==> src/rtl/pll_reconf_ctrl.sv <==
// PLL reconfiguration sequencer: debounces mode_req, drives ROM load / reconfig pulses, then waits for lock.
// Optional macro PLL_RECONF_RETRY_EN re-runs the load/apply sequence on lock timeout, up to MAX_RETRY attempts.
module pll_reconf_ctrl #(
   parameter int MODE_W       = 5,
   parameter int SETTLE_CYC   = 1024,
   parameter int LOCK_TIMEOUT = 65535,
   parameter int MAX_RETRY    = 3
) (
   input  logic              clock,
   input  logic              reset_n,
   input  logic [MODE_W-1:0] mode_req,
   output logic [MODE_W-1:0] rom_mode,
   output logic              write_from_rom,
   output logic              reconfig,
   input  logic              reconf_busy,
   input  logic              pll_locked,
   output logic              video_hold,
   output logic [MODE_W-1:0] mode_applied,
   output logic              lock_error
);

   localparam int SET_W = $clog2(SETTLE_CYC + 1);
   localparam int TMO_W = $clog2(LOCK_TIMEOUT + 1);
   localparam logic [SET_W-1:0] SET_MAX = SET_W'(SETTLE_CYC);
   localparam logic [TMO_W-1:0] TMO_MAX = TMO_W'(LOCK_TIMEOUT);

   typedef enum logic [2:0] {
      S_IDLE       = 3'd0,
      S_LOAD       = 3'd1,
      S_LOAD_WAIT  = 3'd2,
      S_APPLY      = 3'd3,
      S_APPLY_WAIT = 3'd4,
      S_LOCK       = 3'd5,
      S_FAIL       = 3'd6
   } state_t;

   state_t            state_r, state_nxt;
   logic [MODE_W-1:0] mode_prev_r;
   logic [SET_W-1:0]  settle_cnt_r;
   logic              seen_busy_r;
   logic [3:0]        wait_cnt_r;
   logic [4:0]        lock_cnt_r;
   logic [TMO_W-1:0]  tmo_cnt_r;
   logic              applied_valid_r, valid_nxt;
   logic              fail_block_r, block_nxt;
   logic [MODE_W-1:0] rom_mode_r, rom_mode_nxt;
   logic              write_from_rom_r, wr_nxt;
   logic              reconfig_r, rc_nxt;
   logic              video_hold_r, hold_nxt;
   logic [MODE_W-1:0] mode_applied_r, applied_nxt;
   logic              lock_error_r, err_nxt;

   logic mode_chg_s, settled_s, accept_s, busy_done_s, locked16_s, timeout_s, retry_ok_s;
   logic wait_clr_s, lock_clr_s, tmo_clr_s;

   assign mode_chg_s = (mode_req != mode_prev_r);
   assign settled_s  = !mode_chg_s && (settle_cnt_r == SET_MAX);
   // A failed mode stays blocked until mode_req moves away from it.
   assign accept_s   = settled_s
                     && !(fail_block_r && (mode_req == rom_mode_r))
                     && (!applied_valid_r || (mode_req != mode_applied_r));
   // Busy handshake done: busy seen and now low, or busy never rose within 16 cycles.
   assign busy_done_s = seen_busy_r ? !reconf_busy
                                    : (!reconf_busy && (wait_cnt_r == 4'd15));
   assign locked16_s  = pll_locked && (lock_cnt_r >= 5'd15);
   assign timeout_s   = (tmo_cnt_r == TMO_MAX);

`ifdef PLL_RECONF_RETRY_EN
   localparam int ATT_W = $clog2(MAX_RETRY + 1);
   logic [ATT_W-1:0] attempt_r;

   assign retry_ok_s = (attempt_r < ATT_W'(MAX_RETRY));

   // Attempt counter: restarts at 1 on each accepted request, steps on each lock timeout.
   always_ff @(posedge clock or negedge reset_n) begin
      if (!reset_n) begin
         attempt_r <= '0;
      end else if ((state_r == S_IDLE) && accept_s) begin
         attempt_r <= ATT_W'(1);
      end else if ((state_r == S_LOCK) && !locked16_s && timeout_s && retry_ok_s) begin
         attempt_r <= attempt_r + ATT_W'(1);
      end
   end
`else
   assign retry_ok_s = 1'b0;
`endif

   // State register.
   always_ff @(posedge clock or negedge reset_n) begin
      if (!reset_n) begin
         state_r <= S_IDLE;
      end else begin
         state_r <= state_nxt;
      end
   end

   // Next-state and next-output decode.
   always_comb begin
      state_nxt    = state_r;
      rom_mode_nxt = rom_mode_r;
      wr_nxt       = 1'b0;
      rc_nxt       = 1'b0;
      hold_nxt     = video_hold_r;
      applied_nxt  = mode_applied_r;
      valid_nxt    = applied_valid_r;
      err_nxt      = lock_error_r;
      block_nxt    = mode_chg_s ? 1'b0 : fail_block_r;
      wait_clr_s   = 1'b0;
      lock_clr_s   = 1'b0;
      tmo_clr_s    = 1'b0;
      case (state_r)
         S_IDLE: begin
            if (accept_s) begin
               rom_mode_nxt = mode_req;
               err_nxt      = 1'b0;
               hold_nxt     = 1'b1;
               block_nxt    = 1'b0;
               lock_clr_s   = 1'b1;
               state_nxt    = S_LOAD;
            end else if (!pll_locked) begin
               hold_nxt = 1'b1;
            end else if (locked16_s && applied_valid_r && !lock_error_r) begin
               hold_nxt = 1'b0;
            end else begin
               hold_nxt = video_hold_r;
            end
         end
         S_LOAD: begin
            if (!reconf_busy) begin
               wr_nxt     = 1'b1;
               wait_clr_s = 1'b1;
               state_nxt  = S_LOAD_WAIT;
            end else begin
               state_nxt = S_LOAD;
            end
         end
         S_LOAD_WAIT: begin
            if (busy_done_s) begin
               state_nxt = S_APPLY;
            end else begin
               state_nxt = S_LOAD_WAIT;
            end
         end
         S_APPLY: begin
            if (!reconf_busy) begin
               rc_nxt     = 1'b1;
               wait_clr_s = 1'b1;
               state_nxt  = S_APPLY_WAIT;
            end else begin
               state_nxt = S_APPLY;
            end
         end
         S_APPLY_WAIT: begin
            if (busy_done_s) begin
               lock_clr_s = 1'b1;
               tmo_clr_s  = 1'b1;
               state_nxt  = S_LOCK;
            end else begin
               state_nxt = S_APPLY_WAIT;
            end
         end
         S_LOCK: begin
            if (locked16_s) begin
               applied_nxt = rom_mode_r;
               valid_nxt   = 1'b1;
               hold_nxt    = 1'b0;
               state_nxt   = S_IDLE;
            end else if (timeout_s && retry_ok_s) begin
               state_nxt = S_LOAD;
            end else if (timeout_s) begin
               state_nxt = S_FAIL;
            end else begin
               state_nxt = S_LOCK;
            end
         end
         S_FAIL: begin
            err_nxt   = 1'b1;
            hold_nxt  = 1'b1;
            block_nxt = 1'b1;
            state_nxt = S_IDLE;
         end
         default: begin
            hold_nxt  = 1'b1;
            state_nxt = S_IDLE;
         end
      endcase
   end

   // Output and status registers.
   always_ff @(posedge clock or negedge reset_n) begin
      if (!reset_n) begin
         rom_mode_r       <= '0;
         write_from_rom_r <= 1'b0;
         reconfig_r       <= 1'b0;
         video_hold_r     <= 1'b1;
         mode_applied_r   <= '0;
         lock_error_r     <= 1'b0;
         applied_valid_r  <= 1'b0;
         fail_block_r     <= 1'b0;
      end else begin
         rom_mode_r       <= rom_mode_nxt;
         write_from_rom_r <= wr_nxt;
         reconfig_r       <= rc_nxt;
         video_hold_r     <= hold_nxt;
         mode_applied_r   <= applied_nxt;
         lock_error_r     <= err_nxt;
         applied_valid_r  <= valid_nxt;
         fail_block_r     <= block_nxt;
      end
   end

   // Settle counter: restarts on any mode_req change, saturates at SETTLE_CYC.
   always_ff @(posedge clock or negedge reset_n) begin
      if (!reset_n) begin
         mode_prev_r  <= '0;
         settle_cnt_r <= '0;
      end else begin
         mode_prev_r <= mode_req;
         if (mode_chg_s) begin
            settle_cnt_r <= '0;
         end else if (settle_cnt_r != SET_MAX) begin
            settle_cnt_r <= settle_cnt_r + SET_W'(1);
         end
      end
   end

   // Busy handshake tracker for the two wait states.
   always_ff @(posedge clock or negedge reset_n) begin
      if (!reset_n) begin
         seen_busy_r <= 1'b0;
         wait_cnt_r  <= 4'd0;
      end else if (wait_clr_s) begin
         seen_busy_r <= 1'b0;
         wait_cnt_r  <= 4'd0;
      end else begin
         if (reconf_busy) begin
            seen_busy_r <= 1'b1;
         end
         if (wait_cnt_r != 4'd15) begin
            wait_cnt_r <= wait_cnt_r + 4'd1;
         end
      end
   end

   // Consecutive-lock counter (saturating) and lock timeout timer.
   always_ff @(posedge clock or negedge reset_n) begin
      if (!reset_n) begin
         lock_cnt_r <= 5'd0;
         tmo_cnt_r  <= '0;
      end else begin
         if (lock_clr_s || !pll_locked) begin
            lock_cnt_r <= 5'd0;
         end else if (lock_cnt_r != 5'd16) begin
            lock_cnt_r <= lock_cnt_r + 5'd1;
         end
         if (tmo_clr_s) begin
            tmo_cnt_r <= '0;
         end else if ((state_r == S_LOCK) && (tmo_cnt_r != TMO_MAX)) begin
            tmo_cnt_r <= tmo_cnt_r + TMO_W'(1);
         end
      end
   end

   assign rom_mode       = rom_mode_r;
   assign write_from_rom = write_from_rom_r;
   assign reconfig       = reconfig_r;
   assign video_hold     = video_hold_r;
   assign mode_applied   = mode_applied_r;
   assign lock_error     = lock_error_r;

endmodule
==> config.mk <==
export PLATFORM = sky130hd
export DESIGN_NAME = pll_reconf_ctrl
export DESIGN_NICKNAME = d
export VERILOG_FILES = /design/src/rtl/pll_reconf_ctrl.sv
export SDC_FILE = /design/constraint.sdc
export NUM_CORES = 1
export LEC_CHECK = 0
export ABC_AREA = 1
export CORE_MARGIN = 1.5
export CORE_UTILIZATION = 55
export CTS_CLUSTER_DIAMETER = 50
export DETAILED_ROUTE_END_ITERATION = 12
export GPL_TIMING_DRIVEN = 0
export PLACE_DENSITY = 0.75
export SLEW_MARGIN = 20
export SYNTH_ARGS = -nofsm -noshare
export SYNTH_HDL_FRONTEND = slang
export SYNTH_SLANG_ARGS = --single-unit
==> constraint.sdc <==
create_clock -name clock -period 2.15 [get_ports clock]
set_clock_uncertainty 0.15 [all_clocks]
set_input_delay 0.43 -clock clock [delete_from_list [all_inputs] [get_ports clock]]
set_output_delay 0.43 -clock clock [all_outputs]
set_load 0.02 [all_outputs]
==> results.md <==
- Vias in the first global route: 2,576
- Endpoints failing hold: 0
- Ys flop type: dfrtp_1
- Relative slew slack: 70.94%
- Root buf cell: clkbuf_8
- Clock transition at path regs: 0.06 ns
- Number of vias per cell: 5.110
- Async S/R FF share, synth: 100.0%
- Synth unique cells: 35
- Ant. Diodes: 0
- Setup TNS: 0 ns
- Die span in x: 80.44 um
- R2r setup slk: 0.20 ns
- Filler cells: 492
- DRT iter0 DRCs: 110
- Seq cells post-synth: 61
- Hold-critical path endpoint: mode_prev_r[0]$_DFF_PN0_
- Antenna-violating nets left: 0
- Wire length per cell: 11.84 um
- Max Cap Viol: 0
- Path type of the worst setup path: input pin to flip-flop
- Core Region: 0.005851 mm^2
- Period utilisation layout: 95.68%
- Synth Warn #: 0
- Post-synthesis instance total: 438
- Run status: complete, no violations
- Pleak: 1.869 nW
- Synth Net Count: 454
- Worst slew pin tran: 0.4326 ns
- Most frequent cell after synthesis: nand2_1
- Worst Hold Launch: mode_req[0]
- Worst EP required: 2.22 ns
- Final Max Slew Viols: 0
- Final net count: 489
- Die height: 80.44 um
- GP Congestion: 0.8791
- Layout cells sized above 1: 10.25%
- Critical path capture point type: flip-flop
- RR Startpoint: wait_cnt_r[0]$_DFFE_PN0P_
- Die area: 0.006471 mm^2
- Worst R2R Path Depth: 10
- Starting Density: 56.37%
- Pin count of the biggest net entering global routing: 38
- Mapped Avg Cell Area: 7.530 um^2
- Worst EP arrival: 2.13 ns
- Sequential fraction of the synthesis area: 46.32%
- CTS tree: built
- Port bufs: 22
- CTS buffer count: 9
- # setup viols final: 0
- Crit Reg-Reg Endpoint: tmo_cnt_r[12]$_DFFE_PN0P_
- VDD IR max: 0.4860 mV
- Area growth syn-to-layout: 15.97%
- DP HPWL: 4778 um
- Top cells by area, synth: dfrtp_1 (46%), nand2_1 (12%), inv_1 (6.9%)
- Boundary Pins: 23
- Post-CTS setup buffer count: 0
- WL final: 6548 um
- PwrDens: 807.2 mW/mm^2
- Synth top area share: 45.52%
- Overall Global Routing Usage: 21.80%
- CP startpoint kind: input pin
- Clock Sink Count: 61
- RSZ-0062 raised after global routing: yes
- Inst Count DP: 536
- First-pass GRT wire length: 10,920 um
- Antenna violations before repair: 0
- Hold slack: 0.2133 ns
- Maximum root-to-sink buffer count: 2
- Peak Freq: 486.1 MHz
- DR vias: 2,826
- H-tree depth: 3
- Post-synth EDFFs: 0
- Pre-antenna DRT Iters: 4
- Final Util: 65.38%
- Final Critical Period: 2.057 ns
- Crit path max fanout: 10
- Most frequent cells after synthesis: nand2_1 (107), inv_1 (61), dfrtp_1 (60)
- Final non-filler cell total: 553
- Rows: 28
- GRT Residual Overflow: 0
- Hold Path Class: input pin to flip-flop
- Worst hold stages: 1
- Post-Syn Area: 0.003298 mm^2
- Drt drc: 0
- Cell taking the most area after synthesis: dfrtp_1
- Clock latency at the later pin of the worst-skew pair: 0.33 ns
worst max path at each step:
| stage | slack [ns] | start | end |
|---|---|---|---|
| floorplan | 0.42 | wait_cnt_r[0]$_DFFE_PN0P_ | tmo_cnt_r[12]$_DFFE_PN0P_ |
| global placement | -1.44 | reset_n | wait_cnt_r[2]$_DFFE_PN0P_ |
| detailed placement | -0.26 | mode_req[1] | lock_cnt_r[1]$_DFFE_PN0P_ |
| CTS | 0.09 | lock_cnt_r[0]$_DFFE_PN0P_ | mode_applied[0]$_DFFE_PN0P_ |
| global route | -0.05 | lock_cnt_r[1]$_DFFE_PN0P_ | video_hold$_DFFE_PN1P_ |
| finish | 0.09 | mode_req[1] | lock_cnt_r[1]$_DFFE_PN0P_ |
registers in the layout (all words and copies together) (netlist names), 3 cells and up:
| register | cells |
|---|---|
| wait_cnt_r | 4 |
| mode_applied | 5 |
| rom_mode | 5 |
| tmo_cnt_r | 16 |
| lock_cnt_r | 5 |
| mode_prev_r | 5 |
| settle_cnt_r | 11 |
| state_r | 3 |
cell type report:
class	count	area, um^2	share of cell area, %
clock buffers	15	166.4	4.351
well taps	75	93.84	2.453
flip-flops and latches	61	1528	39.94
repair buffers	24	250.2	6.542
inverters	75	281.5	7.360
clock inverters	1	5.005	0.1308
multi-input cells	298	1475	38.57
plain buffers	4	25.02	0.6542
cells by family (layout without fill, tap and decap cells):
group	count (synthesis)	after routing	share of synthesized area, %
xor gates and xnor gates	5	5	1.328
DFF	61	61	46.32
buffers and inverters	79	119	9.256
AOI/OAI and AO/OA	54	54	9.295
and+or+nand+nor	232	232	31.15
adders and majority gates	7	7	2.655
metrics by stage:
step | power (mW) | worst slack (ns) | cell area [um^2]
finish | 3.088 | 0.09279 | 3825
CTS | 3.085 | 0.08777 | 3811
floorplan | 1.960 | 0.4235 | 3298
global placement | 2.136 | -1.441 | 3612
global route | 3.289 | -0.05305 | 3825
detailed placement | 2.176 | -0.2582 | 3630
what timing repair did:
item                       in CTS  in global routing
resized for setup               0                  5
hold endpoints to repair       23                  0
setup endpoints to repair       0                 13
hold buffers                    1                  0
placed cells by master, fill, tap and decap left out, types with 2 or more instances in the layout:
cell type          n
nor3_1            13
xor2_1             4
nor2_4             3
nor3_2             2
inv_1             61
clkbuf_8          11
o21ai_0           22
nand4_1           13
a31oi_1            2
dfrtp_1           60
ha_1               7
nand3_1           25
a21oi_2            5
nor4_1             2
o21ai_1            4
nand2_2            2
nor2_2             3
nor2_1            58
clkdlybuf4s50_1   20
nand3_4            2
clkbuf_1           5
a21oi_1           15
nand2_1          107
inv_2             13
routing by layer:
layer  part of all wire [%]  wire [um]  GRT usage (%)
met1                     47       3092          27.39
met2                     47       3104          36.55
met3                    3.9        254          4.091
met4                    1.5         97          9.310
met5                      0          0              0
critical path, cell delays in order:
cell	delay, ns
clkdlybuf4s50_1	0.58
inv_2	0.07
nand2_1	0.06
nand2_1	0.05
nor2_2	0.17
nand3_4	0.17
nor2_4	0.14
nand3_4	0.13
buf_6	0.19
nand4_1	0.07
nand2_1	0.06
where the power goes:
part / switching [mW] / internal (mW)
registers: 0.146 / 1.33
clock network: 0.430 / 0.482
logic: 0.436 / 0.265
total: 1.01 / 2.07
(Power assumes the default switching activity.)
